## src/rtl/ss_pkg.sv

```systemverilog
// Shared constants, decode table and FSM state type for the seven-segment readback decoder.
package ss_pkg;

    localparam logic [1:0] HOURS2 = 2'd3;
    localparam logic [1:0] HOURS1 = 2'd2;
    localparam logic [1:0] MINS2  = 2'd1;
    localparam logic [1:0] MINS1  = 2'd0;

    // Active-low cathode patterns, bit order {g,f,e,d,c,b,a}
    localparam logic [6:0] SEG_0     = 7'h40;
    localparam logic [6:0] SEG_1     = 7'h79;
    localparam logic [6:0] SEG_2     = 7'h24;
    localparam logic [6:0] SEG_3     = 7'h30;
    localparam logic [6:0] SEG_4     = 7'h19;
    localparam logic [6:0] SEG_5     = 7'h12;
    localparam logic [6:0] SEG_6     = 7'h02;
    localparam logic [6:0] SEG_7     = 7'h78;
    localparam logic [6:0] SEG_8     = 7'h00;
    localparam logic [6:0] SEG_9     = 7'h10;
    localparam logic [6:0] SEG_BLANK = 7'h7F;

    typedef enum logic [1:0] {SYNC, COLLECT, PUBLISH} state_t;

    typedef struct packed {
        logic       err;
        logic [3:0] digit;
    } decode_t;

    function automatic decode_t seg_decode(input logic [6:0] pattern);
        decode_t result;
        result.err = 1'b0;
        case (pattern)
            SEG_0:   result.digit = 4'd0;
            SEG_1:   result.digit = 4'd1;
            SEG_2:   result.digit = 4'd2;
            SEG_3:   result.digit = 4'd3;
            SEG_4:   result.digit = 4'd4;
            SEG_5:   result.digit = 4'd5;
            SEG_6:   result.digit = 4'd6;
            SEG_7:   result.digit = 4'd7;
            SEG_8:   result.digit = 4'd8;
            SEG_9:   result.digit = 4'd9;
            default: begin
                result.digit = 4'hF;
                result.err   = 1'b1;
            end
        endcase
        return result;
    endfunction

endpackage

```

## src/rtl/ss_glyph_filter.sv

```systemverilog
// Samples the display bus, rejects blanking/scan gaps and strobes once per stable glyph dwell.
module ss_glyph_filter
    import ss_pkg::*;
#(
    parameter int STABLE_CYCLES = 16
) (
    input  logic       clk,
    input  logic       srst,
    input  logic [7:0] drivers,
    input  logic [7:0] segments,
    output logic       capture,
    output logic [1:0] capture_index,
    output logic [7:0] capture_pattern
);

    localparam int CW = $clog2(STABLE_CYCLES + 1);
    localparam logic [CW-1:0] COUNT_MAX  = CW'(STABLE_CYCLES);
    localparam logic [CW-1:0] COUNT_LAST = CW'(STABLE_CYCLES - 1);
    localparam logic [CW-1:0] COUNT_ONE  = CW'(1);

    logic [7:0]    drivers_reg;
    logic [7:0]    segments_reg;
    logic [1:0]    index_reg;
    logic [7:0]    pattern_reg;
    logic [CW-1:0] count_reg;
    logic          capture_reg;
    logic [1:0]    capture_index_reg;
    logic [7:0]    capture_pattern_reg;

    logic [1:0] sample_index;
    logic       active;
    logic       same;

    always_comb begin
        sample_index = 2'd0;
        for (int i = 0; i < 4; i++) begin
            if (!drivers_reg[i]) sample_index = 2'(i);
        end
    end

    assign active = $onehot(~drivers_reg[3:0]) && (drivers_reg[7:4] == 4'hF)
                    && (segments_reg[6:0] != SEG_BLANK);
    assign same   = (sample_index == index_reg) && (segments_reg == pattern_reg);

    // Inactive samples leave the dwell untouched so PWM gaps do not restart it
    always_ff @(posedge clk) begin
        if (srst) begin
            drivers_reg         <= 8'h00;
            segments_reg        <= 8'h00;
            index_reg           <= 2'd0;
            pattern_reg         <= 8'h00;
            count_reg           <= '0;
            capture_reg         <= 1'b0;
            capture_index_reg   <= 2'd0;
            capture_pattern_reg <= 8'h00;
        end else begin
            drivers_reg  <= drivers;
            segments_reg <= segments;
            capture_reg  <= 1'b0;
            if (active) begin
                if (same) begin
                    if (count_reg < COUNT_MAX) count_reg <= count_reg + 1'b1;
                    if (count_reg == COUNT_LAST) begin
                        capture_reg         <= 1'b1;
                        capture_index_reg   <= index_reg;
                        capture_pattern_reg <= pattern_reg;
                    end
                end else begin
                    index_reg   <= sample_index;
                    pattern_reg <= segments_reg;
                    count_reg   <= COUNT_ONE;
                end
            end
        end
    end

    assign capture         = capture_reg;
    assign capture_index   = capture_index_reg;
    assign capture_pattern = capture_pattern_reg;

endmodule

```

## src/rtl/ss_readback.sv

```systemverilog
// Assembles captured glyphs into coherent four-digit frames and tracks frame staleness.
module ss_readback
    import ss_pkg::*;
#(
    parameter int STABLE_CYCLES  = 16,
    parameter int TIMEOUT_CYCLES = 1048576
) (
    input  logic       CLK100MHZ,
    input  logic       Reset,
    input  logic [7:0] SegmentDrivers,
    input  logic [7:0] SevenSegment,
    output logic [3:0] Hours2,
    output logic [3:0] Hours1,
    output logic [3:0] Mins2,
    output logic [3:0] Mins1,
    output logic [3:0] Dp,
    output logic [3:0] Digit_err,
    output logic       Frame_valid,
    output logic       Stale
);

    localparam int TW = $clog2(TIMEOUT_CYCLES + 1);
    localparam logic [TW-1:0] TIMEOUT_MAX = TW'(TIMEOUT_CYCLES);

    logic       capture;
    logic [1:0] capture_index;
    logic [7:0] capture_pattern;
    decode_t    decoded;
    logic       store;

    state_t          state_reg;
    logic [3:0]      seen_reg;
    logic [3:0][3:0] slot_digit_reg;
    logic [3:0]      slot_dp_reg;
    logic [3:0]      slot_err_reg;
    logic [TW-1:0]   timeout_reg;

    logic [3:0]      hit;
    logic [3:0]      seen_next;
    logic [3:0][3:0] slot_digit_next;
    logic [3:0]      slot_dp_next;
    logic [3:0]      slot_err_next;

    ss_glyph_filter #(
        .STABLE_CYCLES(STABLE_CYCLES)
    ) u_filter (
        .clk            (CLK100MHZ),
        .srst           (Reset),
        .drivers        (SegmentDrivers),
        .segments       (SevenSegment),
        .capture        (capture),
        .capture_index  (capture_index),
        .capture_pattern(capture_pattern)
    );

    assign decoded = seg_decode(capture_pattern[6:0]);
    // While syncing, only an hours2 capture may start a frame
    assign store   = capture && ((state_reg != SYNC) || (capture_index == HOURS2));

    generate
        for (genvar gi = 0; gi < 4; gi++) begin : g_slot
            assign hit[gi]             = store && (capture_index == 2'(gi));
            assign slot_digit_next[gi] = hit[gi] ? decoded.digit : slot_digit_reg[gi];
            assign slot_dp_next[gi]    = hit[gi] ? ~capture_pattern[7] : slot_dp_reg[gi];
            assign slot_err_next[gi]   = hit[gi] ? decoded.err : slot_err_reg[gi];
        end
    endgenerate

    assign seen_next = seen_reg | hit;

    // Outputs load on the edge into PUBLISH so data and Frame_valid appear together
    always_ff @(posedge CLK100MHZ) begin
        if (Reset) begin
            state_reg      <= SYNC;
            seen_reg       <= 4'h0;
            slot_digit_reg <= '0;
            slot_dp_reg    <= 4'h0;
            slot_err_reg   <= 4'h0;
            timeout_reg    <= '0;
            Hours2         <= 4'h0;
            Hours1         <= 4'h0;
            Mins2          <= 4'h0;
            Mins1          <= 4'h0;
            Dp             <= 4'h0;
            Digit_err      <= 4'h0;
            Frame_valid    <= 1'b0;
            Stale          <= 1'b1;
        end else begin
            slot_digit_reg <= slot_digit_next;
            slot_dp_reg    <= slot_dp_next;
            slot_err_reg   <= slot_err_next;
            Frame_valid    <= 1'b0;
            if (timeout_reg != TIMEOUT_MAX) timeout_reg <= timeout_reg + 1'b1;
            if (timeout_reg == TIMEOUT_MAX - 1'b1) Stale <= 1'b1;
            case (state_reg)
                SYNC: begin
                    if (store) begin
                        seen_reg  <= seen_next;
                        state_reg <= COLLECT;
                    end
                end
                COLLECT: begin
                    seen_reg <= seen_next;
                    if (seen_next == 4'hF) begin
                        Hours2      <= slot_digit_next[HOURS2];
                        Hours1      <= slot_digit_next[HOURS1];
                        Mins2       <= slot_digit_next[MINS2];
                        Mins1       <= slot_digit_next[MINS1];
                        Dp          <= slot_dp_next;
                        Digit_err   <= slot_err_next;
                        Frame_valid <= 1'b1;
                        Stale       <= 1'b0;
                        timeout_reg <= '0;
                        state_reg   <= PUBLISH;
                    end
                end
                PUBLISH: begin
                    seen_reg  <= hit;
                    state_reg <= COLLECT;
                end
                default: state_reg <= SYNC;
            endcase
        end
    end

endmodule

```

## config.mk

```make
export PLATFORM = sky130hd
export DESIGN_NAME = ss_readback
export DESIGN_NICKNAME = d
export VERILOG_FILES = /design/src/rtl/ss_pkg.sv /design/src/rtl/ss_glyph_filter.sv /design/src/rtl/ss_readback.sv
export SDC_FILE = /design/constraint.sdc
export NUM_CORES = 1
export LEC_CHECK = 0
export ABC_AREA = 1
export BUFFER_PORTS_ARGS = -buffer_cell sky130_fd_sc_hd__buf_2
export CORE_MARGIN = 1.5
export CORE_UTILIZATION = 55
export DETAILED_ROUTE_END_ITERATION = 6
export MAX_ROUTING_LAYER = met4
export PLACE_DENSITY = 0.77
export SLEW_MARGIN = 20
export SYNTH_ARGS = -nofsm -noshare
export SYNTH_HDL_FRONTEND = slang
export SYNTH_SLANG_ARGS = --single-unit
export TNS_END_PERCENT = 50
```

## constraint.sdc

```tcl
create_clock -name CLK100MHZ -period 3.4 [get_ports CLK100MHZ]
set_clock_uncertainty 0.2 [all_clocks]
set_input_delay 0.68 -clock CLK100MHZ [delete_from_list [all_inputs] [get_ports CLK100MHZ]]
set_output_delay 0.68 -clock CLK100MHZ [all_outputs]
set_load 0.05 [all_outputs]
```

==> summary.txt <==
Final layout
  • Fraction of layout cells with a size suffix above 1: 0.135
  • Number of flip-flops in the largest register: 21
  • Number of antenna diodes: 0
  • Core Util, Final: 0.650
  • Fill count: 841
  • Area grow syn2layout: 15.7%
  • Register area: 2380 um2
  • Number of nets in the layout: ~840
  • Area occupied by multi-input gates: 2480 um2

Timing
  • Slew margin rel.: 0.588
  • Final period util: 0.826
  • Pins Over Slew Limit: 0
  • TNS Setup: 0 ns
  • RSZ-0062 raised after global routing: no
  • Fmax: about 360 MHz
  • Hold WS: about 0.16 ns
  • Final Hold Viols: 0
  • Final Setup Violations: 0
  • Final critical-path required period: 2.81 ns
  • Worst Max-Slew Pin Slew: 0.616 ns

Flow run
  • Max-cap violations: 0

Yosys
  • Post-synthesis average cell area: 7.06 um2
  • Yosys top cell area share: 0.440
  • Top FF cell, synth: dfxtp_1
  • Library cells used by synthesis: 38
  • Flops & latches, synth: 119
  • Syn Inst Count: 766
  • Cell with the most instances after synthesis: nand2_1
  • Post-synth EDFFs: 0
  • Cell area after synthesis: roughly 5400 um2
  • Syn nets: roughly 800
  • Area leader, netlist: dfxtp_1
  • Synth warn: 0
  • FFs w/ async S/R, synth: 0
  • Ranking of synthesized cells by area: dfxtp_1 44%, nand2_1 12%, nor2_1 10%
  • Top cells by count, synth: 172 x nand2_1, 149 x nor2_1, 119 x dfxtp_1
  • Sequential share of the synthesized area: 0.440

Clock tree
  • Clock root buffer: clkbuf_8
  • Clock slew at reported path FFs: 0.06 ns
  • CTS tree: yes
  • Total CTS buffers: 17
  • Clock latency on the worst-skew pair: 0.52 ns
  • CTS Hold Bufs: 0
  • Post-CTS Setup Inserts: 0
  • H-tree level count: 4
  • Post-CTS resize count: 0
  • Clock sinks: 119
  • Clock Path Buffers: 2

Critical path
  • Most used cell, CP: nor2_1
  • Reg2reg path depth: 11
  • R2r endpoint: u_filter.capture_pattern[4]
  • Cell at the slowest stage of the critical path: fa_1
  • CP Capture Type: register
  • Worst-path fanout max: 21
  • Crit path kind: reg2reg
  • Worst path cell trace: inv_1 -> ha_1 -> ha_1 -> fa_1 -> nand3b_1 -> nor2_1 -> nand2_1 -> nor2_1 -> nand2_1 -> nor2_1 -> nor2_1
  • Worst EP arrival: 3.01 ns
  • Worst Setup Start Kind: register
  • Worst Path Required: 3.60 ns
  • RR Startpoint: u_filter.drivers_reg[3]
  • R2r setup slk: between 0.5 and 0.6 ns
  • Max incr delay on CP: 0.41 ns

Min path
  • Hold path startpoint: SevenSegment[6]
  • WHS Path Cells: 3
  • Hold path endpoint: u_filter.segments_reg[6]
  • Worst hold path type: in2reg

Global routing
  • Gr usage total: 0.238
  • Number of global-route vias before repair: 4364
  • Overflow after GRT: 0
  • Initial antenna violation count: 0
  • First-pass GRT wire length: 19000 um
  • Largest net degree at the start of global routing: 47

Floorplan
  • Die Y: 102 um
  • Die Area: 10400 um2
  • DIE WIDTH: 102 um
  • Core Area: a little under 10000 um2
  • I/O pin total: 44
  • Starting density of the core: 0.561
  • Std-Cell Rows: 36

Outcome
  • Status: finished, final reports clean

Placed design
  • IO Port Bufs: 43
  • HPWL after detailed placement: 7830 um
  • Gpl congestion: 0.849

Detailed routing
  • Total Routed Length: about 11000 um
  • DR vias: about 4800
  • Routed Antenna Nets: 0
  • Pre-Repair DR Iteration Count: 5
  • DR vias/cell: 5.05
  • DRC: 0
  • Initial detailed-routing violation count: 246
  • Drt wl/cell: 11.9 um

Pwr
  • Power per cell area: about 530 nW/um2
  • Max VDD drop: ~0.00035 V
  • LEAKAGE: slightly above 3 nW
report_power, final:
part	internal [mW]	switching (mW)	leakage [nW]
clock network	1.12	0.654	0.270
logic	0.0353	0.0604	1.80
registers	1.41	0.0121	0.963
total	2.56	0.727	3.04
cell families (layout without fill, tap and decap cells):
| logic type | Yosys count | count (layout) | share of synthesized area |
|---|---|---|---|
| AO/OA/AOI/OAI | 61 | 61 | 0.0604 |
| buffers and inverters | 131 | 186 | 0.101 |
| flip-flops | 119 | 119 | 0.440 |
| XOR/XNOR | 13 | 13 | 0.0210 |
| adder cells (fa/ha/maj) | 12 | 12 | 0.0291 |
| AND/OR/NAND/NOR | 430 | 430 | 0.348 |
area by class of cell:
type,count,share of cell area
clock inverters,14,0.0280
clock buffers,18,0.0667
inverters,109,0.0653
multi-input cells,516,0.396
repair buffers,45,0.0368
well taps,133,0.0266
flip-flops and latches,119,0.380
critical path, delay by kind of cell (launching register included):
kind	cells	cell delay, ns
adder cells (fa/ha/maj)	3	0.89
buffers and inverters	1	0.07
flip-flops	1	0.38
AND/OR/NAND/NOR	7	1.16
layer usage:
layer,routed length [um],global-route usage,up-vias,share of wire
met5,0,-,-,0
met4,177,0.0885,0,0.016
met3,512,0.0513,20,0.045
met2,5710,0.410,141,0.50
met1,4960,0.270,2194,0.44
li1,-,-,2465,-
worst max path at each step:
stage	slack [ns]	startpoint	cells past startpoint	to
2_1_floorplan	0.99	u_filter.drivers_reg[3]	12	u_filter.index_reg[1]
3_3_place_gp	0.74	u_filter.drivers_reg[3]	11	u_filter.capture_pattern[4]
3_5_place_dp	0.57	u_filter.drivers_reg[2]	11	u_filter.capture_pattern[4]
4_1_cts	0.56	u_filter.drivers_reg[2]	11	u_filter.capture_pattern[4]
5_1_grt	0.36	u_filter.drivers_reg[3]	12	u_filter.pattern_reg[5]
6_report	0.59	u_filter.drivers_reg[3]	11	u_filter.capture_pattern[4]
stage by stage:
step / cells / worst slack, ns / cell area (um2) / power [mW]
final: 954 / 0.592 / 6260 / 3.29
after global routing: 954 / 0.361 / 6260 / 3.40
after CTS: 954 / 0.560 / 6260 / 3.30
after detailed placement: 922 / 0.573 / 5670 / 1.54
after global placement: 922 / 0.741 / 5670 / 1.54
after floorplan: 766 / 0.991 / 5410 / 1.52
layout by cell type (no fill, tap or decap), types with 12 or more instances in the layout:
cell type  instances
nand3_1           51
a21oi_1           24
o21ai_0           24
inv_1            103
clkbuf_16         16
buf_2             43
nor2_1           149
nand2_1          172
or2_2             12
dfxtp_1          119
nand4_1           19
(Power assumes the default switching activity.)
